### src/rtl/restoring_divider_16x8_pkg.sv
// -----------------------------------------------------------------------------
// restoring_divider_16x8_pkg
//
// Shared constants for the sequential restoring divider:
//   DIVIDEND_W  - dividend / quotient width, also the number of restoring steps
//   DIVISOR_W   - divisor / remainder width
//   DIV_CNT_W   - width of the step counter (must be able to hold DIVIDEND_W)
//   ST_*        - FSM state encoding
// No ports: this file only holds localparams.
// -----------------------------------------------------------------------------
package restoring_divider_16x8_pkg;

  localparam int DIVIDEND_W = 16;
  localparam int DIVISOR_W  = 8;
  localparam int DIV_CNT_W  = $clog2(DIVIDEND_W + 1);

  // FSM state encoding
  localparam logic [1:0] ST_IDLE = 2'd0;
  localparam logic [1:0] ST_CALC = 2'd1;
  localparam logic [1:0] ST_DONE = 2'd2;

endpackage : restoring_divider_16x8_pkg

### src/rtl/restoring_divider_16x8_step.sv
// -----------------------------------------------------------------------------
// div_restore_step
//
// One combinational restoring-division step: shift the next dividend bit into
// the partial remainder, trial-subtract the divisor, keep the difference when
// it is non-negative.
//
// Ports:
//   prem      in  DIVISOR_W  partial remainder entering this step
//   next_bit  in  1          next dividend bit, MSB first
//   divisor   in  DIVISOR_W  divisor (nonzero while stepping)
//   new_prem  out DIVISOR_W  partial remainder leaving this step
//   q_bit     out 1          quotient bit produced by this step
//
// The working remainder is DIVISOR_W+1 bits wide (shifted value and trial).
// Between steps the remainder is always below the divisor, so it is carried
// in DIVISOR_W bits; the extra bit only exists inside the step.
// -----------------------------------------------------------------------------
module div_restore_step #(
  parameter int DIVISOR_W = restoring_divider_16x8_pkg::DIVISOR_W
) (
  input  logic [DIVISOR_W-1:0] prem,
  input  logic                 next_bit,
  input  logic [DIVISOR_W-1:0] divisor,
  output logic [DIVISOR_W-1:0] new_prem,
  output logic                 q_bit
);
  import restoring_divider_16x8_pkg::*;

  logic [DIVISOR_W:0] shifted_s;
  logic [DIVISOR_W:0] trial_s;

  // Shift, trial subtract, restore when the trial went negative
  always_comb begin
    shifted_s = {prem, next_bit};
    trial_s   = shifted_s - {1'b0, divisor};
    // MSB of the trial is the borrow: 0 means shifted >= divisor
    q_bit     = ~trial_s[DIVISOR_W];
    if (q_bit) begin
      new_prem = trial_s[DIVISOR_W-1:0];
    end else begin
      new_prem = shifted_s[DIVISOR_W-1:0];
    end
  end

endmodule : div_restore_step

### src/rtl/restoring_divider_16x8.sv
// -----------------------------------------------------------------------------
// restoring_divider_16x8
//
// Sequential unsigned restoring divider, one quotient bit per clock, with a
// valid/ready handshake on both sides and a single operation in flight.
//
// Ports:
//   clk          in  1           rising-edge clock
//   reset        in  1           synchronous, active-high reset
//   in_valid     in  1           dividend/divisor valid
//   in_ready     out 1           block can accept an operation (IDLE only)
//   dividend     in  DIVIDEND_W  numerator
//   divisor      in  DIVISOR_W   denominator
//   out_valid    out 1           results valid (DONE only)
//   out_ready    in  1           consumer accepts the results
//   quotient     out DIVIDEND_W  dividend / divisor (all ones on divide by 0)
//   remainder    out DIVISOR_W   dividend % divisor (low dividend bits on /0)
//   div_by_zero  out 1           the completed operation had divisor == 0
//
// Timing: a nonzero-divisor operation accepted at edge T0 steps on edges
// T1..T(DIVIDEND_W) and presents results after the last step. A zero divisor
// skips the steps and presents results right after the accept edge.
// -----------------------------------------------------------------------------
module restoring_divider_16x8 #(
  parameter int DIVIDEND_W = restoring_divider_16x8_pkg::DIVIDEND_W,
  parameter int DIVISOR_W  = restoring_divider_16x8_pkg::DIVISOR_W
) (
  input  logic                  clk,
  input  logic                  reset,
  input  logic                  in_valid,
  output logic                  in_ready,
  input  logic [DIVIDEND_W-1:0] dividend,
  input  logic [DIVISOR_W-1:0]  divisor,
  output logic                  out_valid,
  input  logic                  out_ready,
  output logic [DIVIDEND_W-1:0] quotient,
  output logic [DIVISOR_W-1:0]  remainder,
  output logic                  div_by_zero
);
  import restoring_divider_16x8_pkg::*;

  localparam int               CNT_W     = $clog2(DIVIDEND_W + 1);
  localparam logic [CNT_W-1:0] LAST_STEP = CNT_W'(DIVIDEND_W - 1);
  localparam logic [CNT_W-1:0] CNT_ONE   = CNT_W'(1);

  logic [1:0]            state_r;
  logic [1:0]            state_nxt_s;
  logic [CNT_W-1:0]      cnt_r;
  logic [DIVISOR_W-1:0]  divisor_r;
  logic [DIVISOR_W-1:0]  prem_r;
  logic [DIVIDEND_W-1:0] quo_r;
  logic                  dbz_r;
  logic                  in_ready_r;
  logic                  out_valid_r;
  logic                  accept_s;
  logic                  divisor_zero_s;
  logic [DIVISOR_W-1:0]  step_prem_s;
  logic                  step_qbit_s;

  // The single trial-subtract stage, iterated once per CALC cycle. The
  // dividend shift register feeds its MSB in and collects quotient bits at
  // the LSB, so after DIVIDEND_W steps it holds the full quotient.
  div_restore_step #(
    .DIVISOR_W (DIVISOR_W)
  ) u_step (
    .prem     (prem_r),
    .next_bit (quo_r[DIVIDEND_W-1]),
    .divisor  (divisor_r),
    .new_prem (step_prem_s),
    .q_bit    (step_qbit_s)
  );

  // Input handshake qualifiers
  always_comb begin
    accept_s       = in_valid & in_ready_r;
    divisor_zero_s = (divisor == {DIVISOR_W{1'b0}});
  end

  // FSM next-state decode
  always_comb begin
    state_nxt_s = state_r;
    case (state_r)
      ST_IDLE: begin
        if (accept_s) begin
          state_nxt_s = divisor_zero_s ? ST_DONE : ST_CALC;
        end else begin
          state_nxt_s = ST_IDLE;
        end
      end
      ST_CALC: begin
        if (cnt_r == LAST_STEP) begin
          state_nxt_s = ST_DONE;
        end else begin
          state_nxt_s = ST_CALC;
        end
      end
      ST_DONE: begin
        if (out_ready) begin
          state_nxt_s = ST_IDLE;
        end else begin
          state_nxt_s = ST_DONE;
        end
      end
      default: begin
        state_nxt_s = ST_IDLE;
      end
    endcase
  end

  // State register and handshake flags, registered from the next state so
  // both flags are pure state decodes with no input-to-output path
  always_ff @(posedge clk) begin
    if (reset) begin
      state_r     <= ST_IDLE;
      in_ready_r  <= 1'b1;
      out_valid_r <= 1'b0;
    end else begin
      state_r     <= state_nxt_s;
      in_ready_r  <= (state_nxt_s == ST_IDLE);
      out_valid_r <= (state_nxt_s == ST_DONE);
    end
  end

  // Operand capture, iteration and result holding
  always_ff @(posedge clk) begin
    if (reset) begin
      cnt_r     <= {CNT_W{1'b0}};
      divisor_r <= {DIVISOR_W{1'b0}};
      prem_r    <= {DIVISOR_W{1'b0}};
      quo_r     <= {DIVIDEND_W{1'b0}};
      dbz_r     <= 1'b0;
    end else begin
      case (state_r)
        ST_IDLE: begin
          if (accept_s) begin
            cnt_r <= {CNT_W{1'b0}};
            if (divisor_zero_s) begin
              // Divide by zero: saturated quotient, low dividend bits as
              // remainder, no stepping
              divisor_r <= {DIVISOR_W{1'b0}};
              prem_r    <= dividend[DIVISOR_W-1:0];
              quo_r     <= {DIVIDEND_W{1'b1}};
              dbz_r     <= 1'b1;
            end else begin
              divisor_r <= divisor;
              prem_r    <= {DIVISOR_W{1'b0}};
              quo_r     <= dividend;
              dbz_r     <= 1'b0;
            end
          end else begin
            cnt_r <= cnt_r;
          end
        end
        ST_CALC: begin
          quo_r  <= {quo_r[DIVIDEND_W-2:0], step_qbit_s};
          prem_r <= step_prem_s;
          cnt_r  <= cnt_r + CNT_ONE;
        end
        ST_DONE: begin
          // Results hold until the consumer takes them
          cnt_r <= cnt_r;
        end
        default: begin
          cnt_r <= {CNT_W{1'b0}};
        end
      endcase
    end
  end

  // Output mapping: every output is a register
  always_comb begin
    in_ready    = in_ready_r;
    out_valid   = out_valid_r;
    quotient    = quo_r;
    remainder   = prem_r;
    div_by_zero = dbz_r;
  end

endmodule : restoring_divider_16x8

### config.mk
export PLATFORM = sky130hd
export DESIGN_NAME = restoring_divider_16x8
export DESIGN_NICKNAME = d
export VERILOG_FILES = /design/src/rtl/restoring_divider_16x8_pkg.sv /design/src/rtl/restoring_divider_16x8_step.sv /design/src/rtl/restoring_divider_16x8.sv
export SDC_FILE = /design/constraint.sdc
export NUM_CORES = 1
export LEC_CHECK = 0
export CORE_UTILIZATION = 41
export DETAILED_ROUTE_END_ITERATION = 16
export HOLD_SLACK_MARGIN = 0.15
export MAX_ROUTING_LAYER = met4
export PLACE_DENSITY = 0.78
export SYNTH_ARGS = -nofsm -noshare
export SYNTH_HDL_FRONTEND = slang
export SYNTH_SLANG_ARGS = --single-unit
### constraint.sdc
create_clock -name clk -period 2.75 [get_ports clk]
set_input_delay 0.4125 -clock clk [delete_from_list [all_inputs] [get_ports clk]]
set_output_delay 0.4125 -clock clk [all_outputs]
set_load 0.03 [all_outputs]
# After elaboration in Yosys (flattened, before gate mapping)
# Index checks and enable logic that the tools add are counted.
[classes]
n_addsub = 2
eq_ne = 5
mux = 16
bitwise_logic = 3
n_reduce_logical = 7
[ops]
columns = ["op", "n"]
rows = [
  ["16-bit two-way mux", 2],
  ["8-bit two-way mux", 4],
  ["16-bit case mux with 2 select lines", 1],
  ["8-bit case mux with 2 select lines", 1],
  ["5-bit case mux with 3 select lines", 1],
  ["9-bit by 8-bit subtractor with 9-bit output", 1],
  ["8-bit zero test", 1],
  ["2-bit two-way mux", 4],
  ["2-bit case mux with 3 select lines", 1],
  ["2-bit AND reduction", 3],
  ["5-bit by 1-bit adder with 5-bit output, second input constant", 1],
  ["5-bit by 4-bit equality test with 1-bit output, second input constant", 1],
  ["5-bit two-way mux", 1],
  ["2-bit equality test, second input constant", 2],
  ["2-bit zero test", 2],
  ["2-bit by 1-bit equality test with 1-bit output, second input constant", 1],
  ["2-bit inequality test, second input constant", 1],
  ["1-bit NOT", 2],
  ["2-bit nonzero test", 1],
  ["1-bit AND", 1],
  ["1-bit two-way mux", 1],
]
[totals]
ff_bits = 42
in_bits = 28
out_inout_bits = 27
wordCells = 41

# Logic depth before layout (Yosys ltp)
# Gate-level depths: netlist of run 1.
[logic_depth]
word_depth = 5
mapped_depth = 9
depth_no_buf = 9

# Hierarchy
# A second synthesis of run 1 with hierarchy kept.
[unflattened]
cells_unflattened = 266
hier_area_um2 = 2253.4
[by_module_without_submodules]
columns = ["mod", "n_inst", "cells_each", "area_per_inst_um2", "seq_area_each_um2"]
rows = [
  ["restoring_divider_16x8", 1, 208, 1767.9, 840.8],
  ["div_restore_step", 1, 58, 485.5, 0.0],
]

# Worst setup path after synthesis of run 1
# No wires, ideal clock.
[synth_timing]
path_kind = "flip-flop to flip-flop"
startpoint = "register quo_r[15] (netlist: quotient[15])"
endpoint = "register prem_r[5] (netlist: remainder[5])"
setup_ns = 0.120
t_arrival_ns = 2.006
required_time_ns = 2.630
path_slack_ns = 0.624
path_stages_with_launch = 10
n_path_buf = 0
period_less_slack_ns = 2.126
path_cell_list = "dfxtp_1 > inv_1 > ha_1 > inv_1 > fa_1 > a211oi_2 > o211ai_1 > a21oi_1 > nor4_1 > a211o_1"
[synth_via]
elab_chain_len = 3
[synth_rtl]
columns = ["element", "line_no", "source"]
rows = [
  ["start: declaration", "restoring_divider_16x8.sv:51", "logic [DIVIDEND_W-1:0] quo_r;"],
  ["start signal: assignment", "restoring_divider_16x8.sv:130", "quo_r <= {DIVIDEND_W{1'b0}};"],
  ["start signal: assignment", "restoring_divider_16x8.sv:142", "quo_r <= {DIVIDEND_W{1'b1}};"],
  ["start signal: assignment", "restoring_divider_16x8.sv:147", "quo_r <= dividend;"],
  ["9-bit by 8-bit subtractor with 9-bit output", "restoring_divider_16x8_step.sv:36", "trial_s = shifted_s - {1'b0, divisor};"],
  ["8-bit two-way mux", "restoring_divider_16x8_step.sv:39", "if (q_bit) begin"],
  ["8-bit case mux with 2 select lines", "restoring_divider_16x8.sv:133", "case (state_r)"],
  ["end signal: assignment", "restoring_divider_16x8.sv:129", "prem_r <= {DIVISOR_W{1'b0}};"],
  ["end signal: assignment", "restoring_divider_16x8.sv:141", "prem_r <= dividend[DIVISOR_W-1:0];"],
  ["end signal: assignment", "restoring_divider_16x8.sv:146", "prem_r <= {DIVISOR_W{1'b0}};"],
  ["end: declaration", "restoring_divider_16x8.sv:50", "logic [DIVISOR_W-1:0] prem_r;"],
]
# No other way between the ends.
# A chain may end at the register's enable or synchronous reset.

# Worst setup path after layout of run 1
# Ends and elaborated chain as after synthesis.

==> results.sh, run 1 <==
export IMPL_wl_met3_um=258
export IMPL_fin_util=0.557
export IMPL_antenna_found_initial=0
export IMPL_post_route_period_util=0.901
export IMPL_required_ns=2.94
export IMPL_powerDensity_mw_per_mm2=647
export IMPL_fmax_ghz=0.404
export IMPL_routed_wl_um=6280
export IMPL_clockRootBuffer="clkbuf_8"
export IMPL_vias=2414
export IMPL_nets=398
export IMPL_core_area_mm2=0.00551
export IMPL_finalNonFillerCells=431
export IMPL_dr_pass1_iters=4
export IMPL_ir_drop_uv=361
export IMPL_status="finished, final reports clean"
export IMPL_grt_pass1_wl_um=10500
export IMPL_tightest_slew_ns=1.21
export IMPL_n_antenna_cell=0
export IMPL_grt_total_usage=0.225
export IMPL_hold_buffers=0
export IMPL_post_cts_resized=0
export IMPL_slowest_delay_ns=0.44
export IMPL_placed_cells=424
export IMPL_holdPathStages=2
export IMPL_p_comb_frac=0.379
export IMPL_cts_tree="built"
export IMPL_syn2layout_area_growth_pct=30.3
export IMPL_drc=0
export IMPL_intPower_mw=1.27
export IMPL_dr_wl_met2_um=2890
export IMPL_cts_sinks=42
export IMPL_finalCriticalPeriod_ns=2.48
export IMPL_worst_path_buf_inv=2
export IMPL_placed_area_mm2=0.00296
export IMPL_drv_cap=0
export IMPL_setup_tns_ns=0
export IMPL_initial_core_util=0.428
export IMPL_highest_layer="met4"
export IMPL_io_buffers=54
export IMPL_ys_seq_elements=42
export IMPL_finalPower_mw=1.98
export IMPL_via_per_inst=5.60
export IMPL_hold_violations=0
export IMPL_setup_viol=0
export IMPL_wl_met1_um=3060
export IMPL_hp_class="reg -> reg"
export IMPL_cts_htree_levels=2
export IMPL_worstPathCellList="inv_1 > ha_1 > inv_1 > fa_1 > a211oi_2 > o211ai_1 > a21oi_1 > nor4_1 > a211o_1"
export IMPL_wl_per_cell_um=14.6
export IMPL_slew_violations=0
export IMPL_seq_area_frac_synth=0.357
export IMPL_boundaryPins=55
export IMPL_synth_nets=350
export IMPL_clk_pin_slew_ns=0.08
export IMPL_crit_slowest_cell="fa_1"
export IMPL_first_global_vias=2183
export IMPL_p_clk_frac=0.254
export IMPL_ant_nets=0
export IMPL_startpoint_type="flop"
export IMPL_first_iter_violations=223
export IMPL_rsz0062_at_grt="no"
export IMPL_ys_async_sr_fraction=0
export IMPL_cp_end_kind="flop"
export IMPL_p_sw_mw=0.717
export IMPL_clkLatencyLatePin_ns=0.30
export IMPL_die_height_um=77.8
export IMPL_fp_dieW_um=77.8
export IMPL_postCtsSetupBuffers=0
export IMPL_yosysUniqueCellTypes=53
export IMPL_cts_path_max_buffers=2
export IMPL_clock_skew_ns=0.00984
export IMPL_path_class="reg -> reg"
export IMPL_core_rowCount=27
export IMPL_worstPathArrival_ns=2.67
export IMPL_synthCells=311
export IMPL_drive_gt1_frac=0.0669
export IMPL_synth_area_per_cell_um2=7.57
export IMPL_ys_warn_count=0
export IMPL_reg2reg_depth=9
export IMPL_relSlewSlack=0.196
export IMPL_die_area_mm2=0.00605
export IMPL_synthFlopType="dfxtp_1"
export IMPL_design_area_mm2=0.00307
export IMPL_synth_edf_count=0
export IMPL_gr_total_overflow=0
export IMPL_p_leak_nw=1.14
export IMPL_seqPwrFrac=0.367
export IMPL_path_max_fanout=4
export IMPL_gp_congestion=0.858
export IMPL_cp_top_family="compound AO/OA/AOI/OAI gates"
export IMPL_cts_buffers=5
export IMPL_dpl_hpwl_um=4610
export IMPL_worst_path_stages=9
export IMPL_netlist_area_mm2=0.00235
export IMPL_grt_start_max_net_pins=26
export IMPL_switching_share=0.361
export IMPL_cpMostUsedCell="inv_1"
-- stage by stage --
stage | setup WS, ns | hold slack, ns
floorplan | 0.624 | 0.428
global placement | 0.222 | 0.444
detailed placement | 0.114 | 0.447
CTS | 0.292 | 0.458
global route | 0.0661 | 0.480
finish | 0.273 | 0.453
-- power by group through the flow --
stage | clock network (mW) | logic [mW] | registers, mW
global route | 0.536 | 0.827 | 0.738
detailed placement | 0 | 0.747 | 0.741
global placement | 0 | 0.740 | 0.742
floorplan | 0 | 0.426 | 0.811
CTS | 0.513 | 0.751 | 0.728
finish | 0.503 | 0.753 | 0.728
-- placed cells by master, fill, tap and decap left out, types with 6 or more instances in the layout --
cell type / count
clkdlybuf4s50_1: 54
a31oi_1: 18
nand2_1: 58
a21oi_1: 22
inv_1: 12
buf_4: 8
clkbuf_8: 6
dfxtp_1: 42
ha_1: 10
nor2_1: 22
o21ai_0: 33
-- final timing paths --
path                                   from                   endpoint  slack [ns]
hold reg to reg   divisor_r[2]$_SDFFE_PP0P_  divisor_r[2]$_SDFFE_PP0P_        0.45
setup / recovery  quotient[15]$_SDFFE_PP0P_  remainder[5]$_SDFFE_PP0P_        0.27
setup reg to reg  quotient[15]$_SDFFE_PP0P_  remainder[5]$_SDFFE_PP0P_        0.27
hold / removal    divisor_r[2]$_SDFFE_PP0P_  divisor_r[2]$_SDFFE_PP0P_        0.45
-- metal layers --
layer  vias up  GRT usage
met2        57      0.352
li1       1210          -
met4         0     0.0717
met3         7     0.0341
met1      1140      0.296
met5         -          -
-- cell usage after synthesis (2+ instances only) --
master,number,area share
xor2_1,3,0.011
dfxtp_1,42,0.36
o21ai_0,33,0.070
a211o_1,2,0.0074
a21o_1,2,0.0064
nor4_1,3,0.0080
and2_1,2,0.0053
buf_1,3,0.0048
a22oi_1,2,0.0064
ha_1,10,0.053
inv_1,12,0.019
clkbuf_1,11,0.018
a211oi_1,2,0.0064
o31ai_1,2,0.0064
nand2_1,58,0.092
o21a_1,3,0.0096
a21oi_1,22,0.047
buf_2,6,0.013
and3_1,3,0.0080
nand2b_1,5,0.013
o2111ai_1,3,0.011
nor2_1,22,0.035
a211o_2,2,0.0085
nor3_1,2,0.0043
nand3_1,5,0.011
nor2b_1,3,0.0080
a31oi_1,18,0.048
o211ai_1,5,0.016
-- worst min-delay path: stages (launching register included) --
cell and delay, ns:
dfxtp_1 0.31, nand2_1 0.05, a21oi_1 0.05
-- final cells by class --
| cell class | instances | area, um^2 |
|---|---|---|
| clock buffers | 6 | 82.6 |
| flip-flops and latches | 42 | 841 |
| clock inverters | 1 | 30.0 |
| multi-input cells | 235 | 1380 |
| repair buffers | 62 | 601 |
| fillers | 535 | 2440 |
| inverters | 13 | 48.8 |
| well taps | 72 | 90.1 |
-- sequential cells by signal, indices dropped and copies added (netlist names) --
| register | cells |
|---|---|
| in_ready | 1 |
| state_r | 2 |
| quotient | 16 |
| out_valid | 1 |
| cnt_r | 5 |
| divisor_r | 8 |
| div_by_zero | 1 |
| remainder | 8 |
-- cell families after synthesis --
kind of cell,synth area share
adders and majority gates,0.0616
and+or+nand+nor,0.208
DFF,0.357
AOI/OAI and AO/OA,0.300
xor gates and xnor gates,0.0149
buffers and inverters,0.0590
Power figures use the tool's default switching activity.
==> inputs of run 2 (changes only) <==
Settings changed: CORE_MARGIN from default to 1, SKIP_LAST_GASP from default to 1.
==> results of run 2 <==
The final DEF is identical to that of run 1; final timing and power are the same.
